File: src/rtl/adc_xy_avg.sv
// adc_xy_avg: block-averages N = 2**AVG_SHIFT paired X/Y ADC samples and
// presents each average through a one-entry valid/ready output register.
// When a new average finishes while the previous one is still waiting to be
// taken, the new average is dropped and a saturating counter records it.
module adc_xy_avg #(
    parameter int DATA_BITS = 10,
    parameter int AVG_SHIFT = 2,
    parameter int OVR_BITS  = 16
) (
    input  logic                 clk,
    input  logic                 reset,
    input  logic [DATA_BITS-1:0] adc_x,
    input  logic [DATA_BITS-1:0] adc_y,
    input  logic                 sample_en,
    input  logic                 clear,
    output logic                 avg_valid,
    input  logic                 avg_ready,
    output logic [DATA_BITS-1:0] avg_x,
    output logic [DATA_BITS-1:0] avg_y,
    output logic [OVR_BITS-1:0]  overrun_cnt
);

    // The accumulator is wide enough to hold N full-scale samples.
    localparam int ACC_W = DATA_BITS + AVG_SHIFT;

    typedef enum logic {EMPTY = 1'b0, FULL = 1'b1} out_state_t;

    out_state_t            state, state_nxt;
    logic [ACC_W-1:0]      acc_x, acc_y;
    logic [ACC_W-1:0]      sum_x, sum_y;
    logic [AVG_SHIFT-1:0]  cnt;
    logic                  accept, done, hs, load, ovr_inc;

    // clear takes priority, so a sample arriving with clear is discarded.
    assign accept = sample_en && !clear;
    // cnt is exactly AVG_SHIFT bits wide, so all-ones marks the last sample.
    assign done   = accept && (cnt == '1);
    assign hs     = avg_valid && avg_ready;

    // The current sample is included in the sum, so a window completes
    // on the same edge that accepts its last sample.
    assign sum_x  = acc_x + {{AVG_SHIFT{1'b0}}, adc_x};
    assign sum_y  = acc_y + {{AVG_SHIFT{1'b0}}, adc_y};

    assign avg_valid = (state == FULL);

    // Accumulate accepted samples and restart the window on completion or clear.
    always_ff @(posedge clk or posedge reset) begin
        if (reset) begin
            acc_x <= '0;
            acc_y <= '0;
            cnt   <= '0;
        end else if (clear || done) begin
            acc_x <= '0;
            acc_y <= '0;
            cnt   <= '0;
        end else if (accept) begin
            acc_x <= sum_x;
            acc_y <= sum_y;
            cnt   <= cnt + 1'b1;
        end
    end

    // Output register state.
    always_ff @(posedge clk or posedge reset) begin
        if (reset) state <= EMPTY;
        else       state <= state_nxt;
    end

    // Next state: decide whether a new result loads or counts as an overrun.
    always_comb begin
        state_nxt = state;
        load      = 1'b0;
        ovr_inc   = 1'b0;
        case (state)
            EMPTY: begin
                if (done) begin
                    state_nxt = FULL;
                    load      = 1'b1;
                end
            end
            FULL: begin
                if (hs && done) begin
                    load = 1'b1;
                end else if (hs) begin
                    state_nxt = EMPTY;
                end else if (done) begin
                    ovr_inc = 1'b1;
                end
            end
            default: state_nxt = EMPTY;
        endcase
    end

    // Result register: shifting right by AVG_SHIFT gives the truncated mean.
    always_ff @(posedge clk or posedge reset) begin
        if (reset) begin
            avg_x <= '0;
            avg_y <= '0;
        end else if (load) begin
            avg_x <= sum_x[ACC_W-1:AVG_SHIFT];
            avg_y <= sum_y[ACC_W-1:AVG_SHIFT];
        end
    end

    // Dropped-average counter; it saturates instead of wrapping.
    always_ff @(posedge clk or posedge reset) begin
        if (reset)                           overrun_cnt <= '0;
        else if (ovr_inc && overrun_cnt != '1) overrun_cnt <= overrun_cnt + 1'b1;
    end

endmodule

File: config.mk
export PLATFORM = sky130hd
export DESIGN_NAME = adc_xy_avg
export DESIGN_NICKNAME = d
export VERILOG_FILES = /design/src/rtl/adc_xy_avg.sv
export SDC_FILE = /design/constraint.sdc
export NUM_CORES = 1
export LEC_CHECK = 0
export ABC_AREA = 0
export CAP_MARGIN = 20
export CORE_ASPECT_RATIO = 0.9
export CORE_MARGIN = 2
export CORE_UTILIZATION = 45
export CTS_CLUSTER_SIZE = 20
export DETAILED_ROUTE_END_ITERATION = 16
export HOLD_SLACK_MARGIN = 0.15
export PLACE_DENSITY = 0.7
export RECOVER_POWER = 50
export SYNTH_ARGS = -nofsm -noshare
export SYNTH_HDL_FRONTEND = slang
export SYNTH_SLANG_ARGS = --single-unit
File: constraint.sdc
create_clock -name clk -period 3.9 [get_ports clk]
set_clock_uncertainty 0.15 [all_clocks]
set_input_delay 0.975 -clock clk [delete_from_list [all_inputs] [get_ports clk]]
set_output_delay 0.975 -clock clk [all_outputs]
set_load 0.01 [all_outputs]
==> run_results.csv <==
group,metric,value,unit
run_status,status,"complete, but fails checks",
setup_path,r2r_start,"acc_y[0]",
synth,synth_area_leader_cell,"dfrtp_1",
timing,tightest_slew,1.55,ns
run,max_cap_viol_count,1,
synth,synth_flop_cell,"dfrtp_1",
setup_path,critPathLaunchType,"input port",
route,vias_per_cell,5.42,
timing,rsz0062_at_grt,"no",
power,ir_drop,0.249,mV
synth,synth_area,3490,um2
route,firstDrtPassIters,4,
synth,syn_area_per_cell,10.5,um2
floorplanning,boundaryPins,62,
timing,period_minus_slack,3.08,ns
synth,netlist_top_cells_count,"63 x dfrtp_1, 50 x nand2_1, 23 x xnor2_1",
clocking,post-cts-setup-buffers,0,
timing,final-setup-viol-count,0,
timing,final.setup.tns,0,ns
route,dr.first_iter.drc_count,104,
final_layout,nFillCells,674,
final_layout,diodes,0,
timing,final.setup.worst_slack,0.823,ns
synth,synth_cell_type_count,50,
timing,fmax,325,MHz
timing,slew_headroom,-3.05,%
synth,synth_area_leaders,"dfrtp_1 45%, ha_1 7.9%, xnor2_1 5.8%",
synth,ys_ff_latch,63,
global_route,antenna_found_initial,0,
run_status,violations,"max-capacitance violations, max-slew violations",
timing,finalCritPeriodShare,78.9,%
timing,drv_slew,64,
setup_path,setup.worst_path.end,"acc_y[10]",
synth,seq_area_frac_synth,45.1,%
setup_path,worst_ep_arrival_time,3.21,ns
power,p_leak,2.02,nW
power,clkPwrFrac,33.8,%
route,remaining_drc_errors,0,
global_route,overflow,0,
route,ant_nets,0,
final_layout,multiInputGateArea,1820,um2
synth,synth.most_common_cell,"dfrtp_1",
global_route,grt_max_degree,64,
floorplanning,die_area,8490,um2
clocking,clock-root-buffer,"clkbuf_8",
clocking,numCtsBuffers,9,
clocking,cts_tree,"built",
setup_path,cp_max_fo,3,
clocking,clkTransAtPathRegs,0.07,ns
power,p_sw_share,29.7,%
clocking,ctsHoldBuffers,0,
setup_path,reg2reg_depth,9,
clocking,clockBufferDepth,2,
clocking,clkLatencyLatePin,0.35,ns
floorplanning,fp-row-count,30,
synth,synth_top_area_share,45.1,%
final_layout,syn2layout_area_growth,26.1,%
setup_path,r2r-end,"acc_y[10]",
power,combPwrFrac,25.8,%
floorplanning,initial_core_util,46.3,%
floorplanning,die_w,96.9,um
global_route,globalRouteTotalUtil,18.8,%
route,routed_wl,7.45,mm
setup_path,ff2ff_setup_slack,1.56,ns
global_route,grt_pass1_vias,2670,
place,placed_area,4230,um2
clocking,ctsResizeCount,0,
power,power_density,431,nW/um2
clocking,cts.sinks,63,
power,switchingPower,564,uW
setup_path,path_class,"in -> reg",
route,vias,2709,
place,place_ws,0.485,ns
place,gp_congestion,0.844,
synth,async_flop_share,100,%
power,power_frac_seq,40.4,%
synth,synth_nets,381,
synth,ys_warn_count,0,
final_layout,seqCellArea,1580,um2
setup_path,cp.required,4.03,ns
final_layout,drive_gt1_share,9.90,%
floorplanning,core_area,7540,um2
worst_hold_path,hold_class,"reg -> reg",
route,wl_per_cell,14.9,um
setup_path,critical_path.startpoint,"adc_y[0]",
setup_path,crit_path_end_kind,"flop",
final_layout,final_area,4410,um2
clocking,htreeDepth,3,
power,p_int,1.34,mW
place,dp_hpwl,5.24,mm
power,finalPower,1.90,mW
final_layout,nets,448,
worst_hold_path,hold_path_depth,2,
synth,synth-edff-count,0,
timing,hold_viol,0,
synth,postSynthCellCount,332,
floorplanning,fp.dieH,87.6,um
global_route,grt_pass1_wl,12.7,mm
place,numPortBuffers,61,
==> cell families after synthesis <==
logic type | Yosys count | share of synthesized area [%]
buffers and inverters | 19 | 2.08
XOR/XNOR | 30 | 7.52
AO/OA/AOI/OAI | 80 | 17.2
flip-flops | 63 | 45.1
multiplexers | 10 | 3.15
AND/OR/NAND/NOR | 106 | 15.9
adder cells (fa/ha/maj) | 24 | 9.02
==> layout make-up <==
type	instances	area share [%]
clock inverter	7	2.19
timing repair buffer	65	14.4
sequential	63	35.8
inverter	10	0.852
tap	96	2.73
multi-input combinational	250	41.2
clock buffer	9	2.81
==> worst min path at each step <==
stage / start / endpoint / slack (ns)
after floorplan: acc_x[8] / acc_x[8] / 0.30
after global placement: avg_y[1] / avg_y[1] / 0.31
after detailed placement: avg_x[3] / avg_x[3] / 0.31
after CTS: avg_x[3] / avg_x[3] / 0.33
after global routing: avg_y[1] / avg_y[1] / 0.36
final: avg_x[2] / avg_x[2] / 0.32
==> cell usage in the layout, fill, tap and decap left out, types with 2 or more instances in the layout <==
cell and count:
nor2b_4 2, or3_1 4, a21oi_1 15, clkinvlp_4 3, mux2i_1 2, clkdlybuf4s50_1 55
a21o_1 5, clkbuf_8 9, o21ai_0 14, dlygate4sd3_1 6, a22o_1 16, buf_4 2
and2_1 3, a311o_1 2, o21ai_2 2, ha_1 22, bufinv_16 2, o21ai_1 3
nand3_1 10, nor2_2 2, fa_1 2, a21oi_2 2, a211o_1 2, nand2_1 50
a31oi_1 3, mux2_2 7, nor2_1 10, o21a_1 8, o21a_2 2, xor2_1 7
and3_1 5, xnor2_1 23, inv_1 9, nor2b_1 3, nand4_1 5, dfrtp_1 63
and4_1 3
==> critical path, stage by stage <==
cell             delay, ns
clkdlybuf4s50_1       0.46
ha_1                  0.16
inv_1                 0.06
fa_1                  0.45
nor2b_4               0.15
o31a_1                0.20
o32ai_2               0.12
o21a_2                0.24
or3_1                 0.30
nand3_1               0.09
==> state kept, by name (all words and copies together), names as in the netlist <==
name and flops:
avg_x 10, cnt 2, acc_y 12, avg_valid 1, avg_y 10, overrun_cnt 16
acc_x 12
==> stage by stage <==
stage / hold slack (ns) / utilization, % / std cells
after floorplan: 0.304 / - / 332
after global placement: 0.311 / 56.0 / 484
after detailed placement: 0.311 / 56.0 / 484
after CTS: 0.329 / 58.9 / 500
after global routing: 0.358 / 58.4 / 500
final: 0.324 / 58.4 / 500
==> metal layers <==
metal / part of all wire, % / vias to the layer above / routed length [um] / global-route usage (%)
met2: 45 / 56 / 3330 / 30.6
met3: 4.4 / 6 / 331 / 6.07
met5: 0 / - / 0 / 0
li1: - / 1323 / - / -
met1: 50 / 1324 / 3720 / 25.0
met4: 0.93 / 0 / 69 / 4.23
==> power groups by stage <==
stage / clock network, mW / logic (mW) / registers [mW]
floorplan: 0 / 0.304 / 0.793
global placement: 0 / 0.487 / 0.779
detailed placement: 0 / 0.496 / 0.780
CTS: 0.657 / 0.498 / 0.769
global route: 0.681 / 0.542 / 0.780
finish: 0.641 / 0.490 / 0.768
Note: power is estimated with default switching activity, not from simulation.
